[config.mk]
export PLATFORM = sky130hd
export DESIGN_NAME = rtype_issue_ctrl
export DESIGN_NICKNAME = d
export VERILOG_FILES = /design/src/rtl/rtype_issue_ctrl.sv
export SDC_FILE = /design/constraint.sdc
export NUM_CORES = 1
export LEC_CHECK = 0
export ABC_AREA = 1
export CORE_AREA = 4 4 121 123
export CTS_BUF_LIST = sky130_fd_sc_hd__clkbuf_8
export DETAILED_ROUTE_END_ITERATION = 8
export DIE_AREA = 0 0 125 127
export PLACE_DENSITY = 0.86
export SLEW_MARGIN = 20
export SYNTH_ARGS = -nofsm -noshare
export SYNTH_HDL_FRONTEND = slang
export SYNTH_SLANG_ARGS = --single-unit
[constraint.sdc]
create_clock -name clock -period 3.9 [get_ports clock]
set_input_delay 0.39 -clock clock [delete_from_list [all_inputs] [get_ports clock]]
set_output_delay 0.39 -clock clock [all_outputs]
set_load 0.01 [all_outputs]
[src/rtl/rtype_issue_ctrl.sv]
`default_nettype none
// ============================================================================
// Module   : rtype_issue_ctrl
// Purpose  : Buffers RV64I R-type instruction words in a small FIFO, decodes
//            them into register numbers and an ALU code, holds the operands
//            for a settle period and then pulses regwrite for one cycle.
// Revision : 1.0 - initial release
// ============================================================================
module rtype_issue_ctrl #(
    parameter int DEPTH         = 4,
    parameter int SETTLE_CYCLES = 1
) (
    input  logic        clock,
    input  logic        reset,
    input  logic [31:0] instr,
    input  logic        instr_valid,
    output logic        instr_ready,
    input  logic        halt,
    input  logic        zero_flag,
    output logic [4:0]  read_reg_num1,
    output logic [4:0]  read_reg_num2,
    output logic [4:0]  write_reg,
    output logic [3:0]  alu_control,
    output logic        regwrite,
    output logic        busy,
    output logic        illegal_instr,
    output logic        last_zero,
    output logic [31:0] retired_count
);

    localparam int c_ptr_w = (DEPTH > 1) ? $clog2(DEPTH) : 1;
    localparam int c_cnt_w = $clog2(DEPTH + 1);

    localparam logic [1:0] c_idle = 2'd0;
    localparam logic [1:0] c_load = 2'd1;
    localparam logic [1:0] c_exec = 2'd2;

    logic [31:0]        r_mem [DEPTH];
    logic [c_ptr_w-1:0] r_wr_ptr;
    logic [c_ptr_w-1:0] r_rd_ptr;
    logic [c_cnt_w-1:0] r_count;
    logic               r_ready_en;
    logic [1:0]         r_state;
    logic [1:0]         w_next_state;
    logic [3:0]         r_settle_cnt;
    logic [4:0]         r_rs1;
    logic [4:0]         r_rs2;
    logic [4:0]         r_rd;
    logic [3:0]         r_alu;
    logic               r_legal;
    logic               r_last_zero;
    logic [31:0]        r_retired_count;

    logic               w_full;
    logic               w_empty;
    logic               w_push;
    logic               w_pop;
    logic [31:0]        w_head;
    logic [3:0]         w_dec_alu;
    logic               w_dec_legal;

    assign w_full  = (r_count == c_cnt_w'(DEPTH));
    assign w_empty = (r_count == '0);
    assign w_push  = instr_valid & instr_ready;
    // Pops happen only where a new instruction may start: from IDLE, or
    // straight out of EXEC for back-to-back issue. Uses the pre-edge count,
    // so a word pushed into an empty FIFO is never popped on the same edge.
    assign w_pop   = ((r_state == c_idle) || (r_state == c_exec)) & ~w_empty & ~halt;
    assign w_head  = r_mem[r_rd_ptr];

    // Decode the FIFO head into an ALU code and a legality flag
    always_comb begin
        w_dec_alu   = 4'b0000;
        w_dec_legal = 1'b0;
        if (w_head[6:0] == 7'b0110011) begin
            case ({w_head[31:25], w_head[14:12]})
                10'b0000000_000: begin w_dec_alu = 4'b0010; w_dec_legal = 1'b1; end
                10'b0000000_001: begin w_dec_alu = 4'b0100; w_dec_legal = 1'b1; end
                10'b0000000_010: begin w_dec_alu = 4'b1000; w_dec_legal = 1'b1; end
                10'b0000000_011: begin w_dec_alu = 4'b1001; w_dec_legal = 1'b1; end
                10'b0000000_100: begin w_dec_alu = 4'b0011; w_dec_legal = 1'b1; end
                10'b0000000_101: begin w_dec_alu = 4'b0101; w_dec_legal = 1'b1; end
                10'b0000000_110: begin w_dec_alu = 4'b0001; w_dec_legal = 1'b1; end
                10'b0000000_111: begin w_dec_alu = 4'b0000; w_dec_legal = 1'b1; end
                10'b0100000_000: begin w_dec_alu = 4'b0110; w_dec_legal = 1'b1; end
                10'b0100000_101: begin w_dec_alu = 4'b0111; w_dec_legal = 1'b1; end
                default:         begin w_dec_alu = 4'b0000; w_dec_legal = 1'b0; end
            endcase
        end
    end

    // Instruction storage; contents need no reset since occupancy guards reads
    always_ff @(posedge clock) begin
        if (w_push) begin
            r_mem[r_wr_ptr] <= instr;
        end
    end

    // FIFO pointers, occupancy and the post-reset ready enable
    always_ff @(posedge clock or posedge reset) begin
        if (reset) begin
            r_wr_ptr   <= '0;
            r_rd_ptr   <= '0;
            r_count    <= '0;
            r_ready_en <= 1'b0;
        end else begin
            r_ready_en <= 1'b1;
            if (w_push) begin
                r_wr_ptr <= r_wr_ptr + 1'b1;
            end
            if (w_pop) begin
                r_rd_ptr <= r_rd_ptr + 1'b1;
            end
            case ({w_push, w_pop})
                2'b10:   r_count <= r_count + 1'b1;
                2'b01:   r_count <= r_count - 1'b1;
                default: r_count <= r_count;
            endcase
        end
    end

    // FSM state register
    always_ff @(posedge clock or posedge reset) begin
        if (reset) begin
            r_state <= c_idle;
        end else begin
            r_state <= w_next_state;
        end
    end

    // FSM next-state logic
    always_comb begin
        w_next_state = r_state;
        case (r_state)
            c_idle:  w_next_state = w_pop ? c_load : c_idle;
            c_load:  w_next_state = (r_settle_cnt == 4'd0) ? c_exec : c_load;
            c_exec:  w_next_state = w_pop ? c_load : c_idle;
            default: w_next_state = c_idle;
        endcase
    end

    // Operand latch on pop, settle countdown, and retirement bookkeeping
    always_ff @(posedge clock or posedge reset) begin
        if (reset) begin
            r_rs1           <= '0;
            r_rs2           <= '0;
            r_rd            <= '0;
            r_alu           <= '0;
            r_legal         <= 1'b0;
            r_settle_cnt    <= '0;
            r_last_zero     <= 1'b0;
            r_retired_count <= '0;
        end else begin
            if ((r_state == c_exec) && r_legal) begin
                r_last_zero     <= zero_flag;
                r_retired_count <= r_retired_count + 32'd1;
            end
            if (w_pop) begin
                r_rs1        <= w_head[19:15];
                r_rs2        <= w_head[24:20];
                r_rd         <= w_head[11:7];
                r_alu        <= w_dec_alu;
                r_legal      <= w_dec_legal;
                r_settle_cnt <= 4'(SETTLE_CYCLES - 1);
            end else if ((r_state == c_load) && (r_settle_cnt != 4'd0)) begin
                r_settle_cnt <= r_settle_cnt - 4'd1;
            end
        end
    end

    // FSM outputs: write strobe and illegal pulse exist only in EXEC
    always_comb begin
        regwrite      = 1'b0;
        illegal_instr = 1'b0;
        if (r_state == c_exec) begin
            regwrite      = r_legal & (r_rd != 5'd0);
            illegal_instr = ~r_legal;
        end
    end

    assign instr_ready   = r_ready_en & ~w_full;
    assign busy          = (r_state != c_idle) | ~w_empty;
    assign read_reg_num1 = r_rs1;
    assign read_reg_num2 = r_rs2;
    assign write_reg     = r_rd;
    assign alu_control   = r_alu;
    assign last_zero     = r_last_zero;
    assign retired_count = r_retired_count;

endmodule
`default_nettype wire

==> summary.md, run 1 <==
| Metric | Value |
|---|---|
| Status | finished, final reports clean |
| Worst skew pair latency | 0.47 ns |
| Syn-to-layout area delta | 19.6% |
| Vias in the first global route | 5477 |
| Post-route cell area | 0.00960 mm^2 |
| Crit Path Class | reg -> out |
| First-pass GRT wire length | 27100 um |
| Fillers | 902 |
| Reg area | 0.00552 mm^2 |
| HPWL Detailed | 10800 um |
| Vert. Die Dim | 127 um |
| I/O pin cnt | 93 |
| Peak supply drop | 0.407 mV |
| Vias per cell | 5.49 |
| Largest net degree at the start of global routing | 49 |
| Critical Path Sink Type | output pin |
| Critical Path AT | 2.02 ns |
| Dominant cell type by area after synthesis | edfxtp_1 |
| Inserted Diodes | 0 |
| Clock root buffer master | clkbuf_8 |
| Setup bufs post-CTS | 0 |
| Crit-path cells | or2_2 -> o41ai_1 -> inv_1 -> clkdlybuf4s50_1 |
| Initial antenna violation count | 0 |
| Top cells by count, synth | nand2_1, edfxtp_1, nor2_1 |
| Crit path buffers/inverters | 2 |
| DRC Markers | 0 |
| Initial Utilization | 58.7% |
| Skew final | 0.0111 ns |
| Post-Route WL | 17000 um |
| Max FFs per register | 128 |
| Pwr/cell area | 586 mW/mm^2 |
| Synth Area per Inst | 11.4 um^2 |
| CP max stage delay | 0.48 ns |
| CTS tree | done |
| Number of synthesized flops with an enable pin | 128 |
| Worst setup startpoint | write_reg[1] |
| Die footprint | 0.0159 mm^2 |
| Post-route setup slack | 1.49 ns |
| Async set or reset register ratio after synthesis | 34.4% |
| Pre-CTS setup slack | 1.38 ns |
| Placed cell area | 0.00915 mm^2 |
| Synth area leaders | edfxtp_1, dfrtp_1, nand2_1 |
| Max Fclk | 0.415 GHz |
| Num CTS Buffers | 17 |
| Area of the multi-input gates | 0.00223 mm^2 |
| Post-Syn Nets | 750 |
| Cell Rows | 43 |
| Maximum clock path buffer count | 2 |
| Post-CTS sizing | 0 |
| Hold buffer count at CTS | 0 |
| Family with the most delay on the worst path | buffers and inverters |
| Tot Pwr | 5.62 mW |
| Share of cells above drive strength 1 | 8.96% |
| Leak | 3.88 nW |
| Hold Path Class | in -> async |
| Sequential element share of the synthesized area | 68.8% |
| Post-synth top area share | 47.9% |
| Clock sinks | 195 |
| RR Startpoint | r_count[1] |
| Placed cells | 963 |
| Worst-Margin Slew | 1.03 ns |
| Fin crit period | 2.41 ns |
| Period utilization | 61.8% |
| Worst path slowest cell | clkdlybuf4s50_1 |
| Yosys warning count | 0 |
| GRT overflow | 0 |
| Vias | 5467 |
| Crit-path max FO | 3 |
| Gpl congestion | 0.929 |
| Startpoint class of the critical path | flip-flop |
| Post-layout nets | 847 |
| Worst Path Required | 3.51 ns |
| Post-Syn Area | 0.00802 mm^2 |
| Slew Limit Fails | 0 |
| DRT iter0 DRCs | 505 |
| Synth Instances | 705 |
| IO buf count | 92 |
| Total of max-cap violations | 0 |
| Total Neg Setup Slack | 0 ns |
| RSZ-0062 raised after global routing | false |
| Yosys cell types | 37 |
| Main synth FF type | edfxtp_1 |
| WL per Instance | 17.1 um |
| Clock-pin slew on the worst setup and hold paths | 0.09 ns |
| H-tree depth | 4 |
| Fin cells | 995 |
| Count leader, synth | nand2_1 |
| DRT antenna net count | 0 |
| Gr usage total | 21.8% |
| Drt first pass iters | 5 |
| Die width | 125 um |
| Fin. Hold Viols | 0 |
| Seq cells post-synth | 195 |
| Slew margin rel. | 31.2% |
| Reg with most FFs | r_mem |
| Area of the core | 0.0137 mm^2 |
| Final setup fails | 0 |
[area by class of cell]
cell class / instances / area share (%)
well taps: 180 / 2.35
flip-flops and latches: 195 / 57.5
inverters: 60 / 2.35
clock inverters: 15 / 2.23
clock buffers: 17 / 2.44
repair buffers: 96 / 9.91
multi-input cells: 432 / 23.2
[metal layers]
metal  GRT usage [%]  vias up  routed length, um
met5               0        -                  0
met3            5.06       46               1180
li1                -     2548                  -
met1            26.7     2615               6600
met2            37.6      258               8730
met4            9.57        0                464
[report_power, final]
group	total [mW]	switching [mW]	internal, mW
Sequential	2.63	0.138	2.49
Combinational	1.56	1.02	0.536
Clock	1.43	0.678	0.756
Total	5.62	1.84	3.78
[path summary, 6_finish.rpt]
| kind | to | slack, ns | cells past startpoint |
|---|---|---|---|
| hold reg to reg | r_settle_cnt[3] | 0.48 | 1 |
| hold / removal | retired_count[1] | 0.34 | 2 |
| min in group clock | last_zero | 0.46 | 3 |
| setup / recovery | regwrite | 1.49 | 4 |
| max in group asynchronous | read_reg_num1[3] | 2.63 | 3 |
| setup reg to reg | r_mem[1][3] | 1.58 | 4 |
[cell usage in the layout (no fill, tap or decap), drive strengths merged]
master and instances:
buf 4, nor4 3, inv 62, nand3 37
nand2 183, xor2 19, a21oi 5, nand4 8
or2 1, nor2 80, ha 7, clkbuf 17
o21ai 39, clkinvlp 5, bufinv 5, edfxtp 128
nor3 16, xnor2 12, dfrtp 67, conb 1
o22ai 16, nand3b 2, fa 1, o41ai 1
clkdlybuf4s50 92, clkinv 3, a31oi 1
[cell families (layout without fill, tap and decap cells)]
logic type / after synthesis / count (layout) / share of synthesized area (%)
AOI/OAI and AO/OA: 62 / 62 / 4.18
adders and majority gates: 8 / 8 / 1.34
buffers and inverters: 78 / 188 / 3.84
xor gates and xnor gates: 31 / 31 / 3.48
other: 1 / 1 / 0.0467
and+or+nand+nor: 330 / 330 / 18.3
DFF: 195 / 195 / 68.8
[through the flow]
stage | util, % | hold slack (ns)
2_1_floorplan | - | 0.434
3_3_place_gp | 66.9 | 0.453
3_5_place_dp | 66.9 | 0.469
4_1_cts | 70.2 | 0.327
5_1_grt | 70.2 | 0.371
6_report | 70.2 | 0.339
[worst register-to-register path, delay by kind of cell (launching register included)]
kind	cells	cell delay, ns
AND/OR/NAND/NOR	2	1.24
flip-flops	1	0.38
AO/OA/AOI/OAI	1	0.21
buffers and inverters	1	0.08
(Power assumes the default switching activity.)
==> inputs of run 2 (changes only) <==
--- a/config.mk
+++ b/config.mk
@@ -6,11 +6,11 @@
 export NUM_CORES = 1
 export LEC_CHECK = 0
 export ABC_AREA = 1
-export CORE_AREA = 4 4 121 123
+export CORE_AREA = 4 4 123 125
 export CTS_BUF_LIST = sky130_fd_sc_hd__clkbuf_8
 export DETAILED_ROUTE_END_ITERATION = 8
-export DIE_AREA = 0 0 125 127
-export PLACE_DENSITY = 0.86
+export DIE_AREA = 0 0 127 129
+export PLACE_DENSITY = 0.83
 export SLEW_MARGIN = 20
 export SYNTH_ARGS = -nofsm -noshare
 export SYNTH_HDL_FRONTEND = slang
==> constraint.sdc (replaced) <==
create_clock -name clock -period 2.45 [get_ports clock]
set_input_delay 0.245 -clock clock [delete_from_list [all_inputs] [get_ports clock]]
set_output_delay 0.245 -clock clock [all_outputs]
set_load 0.01 [all_outputs]
==> run 2 against run 1 <==
  * Total power is 53% higher
  * Design area is 0.10% higher
  * Critical path type unchanged
  * Via count is 1.5% lower
  * Critical path depth is 2 higher
  * Sequential power is 59% higher
  * Worst hold slack worse by 0.20 ns
==> summary.md, run 2 (synthesized netlist as in run 1, its figures left out) <==
| Metric | Value |
|---|---|
| Status | finished, final reports clean |
| Fin. Hold Viols | 0 |
| Skew final | 0.0215 ns |
| H-tree depth | 4 |
| Worst path most repeated cell | inv_2 |
| Max FFs per register | 128 |
| Fin cells | 1001 |
| Slew margin rel. | 60.0% |
| Num CTS Buffers | 17 |
| Initial antenna violation count | 0 |
| Gr usage total | 20.5% |
| Crit-path max FO | 8 |
| Post-Route WL | 16400 um |
| WL per Instance | 16.4 um |
| Drt first pass iters | 5 |
| Vias per cell | 5.38 |
| Vias in the first global route | 5407 |
| Gpl congestion | 0.870 |
| Final setup fails | 0 |
| Reg with most FFs | r_mem |
| Largest net degree at the start of global routing | 49 |
| Worst-Margin Slew | 0.600 ns |
| Commonest non-fill, non-tap cell in the layout | nand2_1 |
| Startpoint class of the critical path | flip-flop |
| GRT overflow | 0 |
| Placed cells | 969 |
| Worst skew pair latency | 0.47 ns |
| Post-layout nets | 853 |
| Critical Path AT | 2.00 ns |
| Die width | 127 um |
| Clock root buffer master | clkbuf_8 |
| Pre-CTS setup slack | 0.438 ns |
| Critical Path Sink Type | output pin |
| Final Util | 69.2% |
| Post-CTS sizing | 0 |
| Leak | 3.90 nW |
| Area of the core | 0.0139 mm^2 |
| Placed cell area | 0.00924 mm^2 |
| Slew Limit Fails | 0 |
| Cell Rows | 43 |
| HPWL Detailed | 10900 um |
| Crit Path Class | reg -> out |
| DRT iter0 DRCs | 475 |
| IO buf count | 92 |
| Syn-to-layout area delta | 19.7% |
| Worst Path Required | 2.20 ns |
| DRT antenna net count | 0 |
| Post-route setup slack | 0.204 ns |
| Total Neg Setup Slack | 0 ns |
| Die footprint | 0.0164 mm^2 |
| Fillers | 943 |
| Setup bufs post-CTS | 0 |
| Post-route cell area | 0.00961 mm^2 |
| Vias | 5385 |
| Pwr/cell area | 896 mW/mm^2 |
| RSZ-0062 raised after global routing | false |
| Reg area | 0.00552 mm^2 |
| Crit-path cells | inv_2 -> nand3_4 -> inv_2 -> o41ai_1 -> inv_1 -> clkdlybuf4s50_1 |
| Area of the multi-input gates | 0.00221 mm^2 |
| WHS | 0.139 ns |
| Clock-pin slew on the worst setup and hold paths | 0.11 ns |
| Tot Pwr | 8.61 mW |
| Period utilization | 91.7% |
| Fin crit period | 2.25 ns |
| First-pass GRT wire length | 26200 um |
| DRC Markers | 0 |
| Crit path buffers/inverters | 4 |
| Hold buffer count at CTS | 0 |
| Total of max-cap violations | 0 |
| Hold Path Class | in -> async |
| Vert. Die Dim | 129 um |
| CP max stage delay | 0.52 ns |
| Most frequent cells in the layout | nand2_1, edfxtp_1, clkdlybuf4s50_1 |
| Inserted Diodes | 0 |
| I/O pin cnt | 93 |
| Clock sinks | 195 |
| CTS tree | done |
| Worst path slowest cell | clkdlybuf4s50_1 |
| Initial Utilization | 57.8% |
| Family with the most delay on the worst path | buffers and inverters |
| Max Fclk | 0.445 GHz |
| Peak supply drop | 0.593 mV |
| Share of cells above drive strength 1 | 9.87% |
| Maximum clock path buffer count | 2 |
## run 2: path summary, 6_finish.rpt
| check | cells past startpoint | startpoint | endpoint | slack, ns |
|---|---|---|---|---|
| min in group clock | 3 | zero_flag | last_zero | 0.34 |
| max | 6 | r_state[0] | regwrite | 0.20 |
| max in group asynchronous | 3 | reset | read_reg_num1[1] | 1.67 |
| max reg2reg | 13 | r_rd_ptr[0] | alu_control[1] | 0.44 |
| min reg2reg | 1 | r_settle_cnt[3] | r_settle_cnt[3] | 0.48 |
| min | 2 | reset | alu_control[2] | 0.14 |
## run 2: metal layers
metal | up-vias | track usage [%] | wire [um]
li1 | 2568 | - | -
met1 | 2560 | 25.5 | 6610
met2 | 221 | 35.1 | 8290
met3 | 36 | 4.61 | 1120
met4 | 0 | 8.58 | 391
met5 | - | 0 | 0
## run 2: power breakdown
part	internal, mW	switching [mW]	total [mW]
combinational	0.899	1.57	2.47
sequential	3.96	0.235	4.19
clock	0.751	1.20	1.95
## run 2: layout make-up
type	count	share of cell area (%)
Timing Repair Buffer	102	11.0
Inverter	60	2.34
Clock inverter	15	1.42
Sequential cell	195	57.5
Multi-Input combinational cell	432	23.0
Tap cell	180	2.34
Clock buffer	17	2.44
## run 2: worst reg2reg max path: stages (launching register included)
cell     delay (ns)
dfrtp_1        0.40
inv_2          0.45
nand2_1        0.16
nand2_1        0.11
nand2_1        0.06
nand2_1        0.10
nand2_1        0.10
nor2_1         0.13
nand3_1        0.12
nand2_1        0.12
inv_2          0.04
nand2_1        0.05
nand2_1        0.04
nand2_1        0.06
==> inputs of run 3 (changes only) <==
--- a/config.mk
+++ b/config.mk
@@ -6,6 +6,7 @@
 export NUM_CORES = 1
 export LEC_CHECK = 0
 export ABC_AREA = 1
+export CAP_MARGIN = 15
 export CORE_AREA = 4 4 123 125
 export CTS_BUF_LIST = sky130_fd_sc_hd__clkbuf_8
 export DETAILED_ROUTE_END_ITERATION = 8
==> results of run 3 <==
Final layout, timing and power as in run 2 (identical DEF).
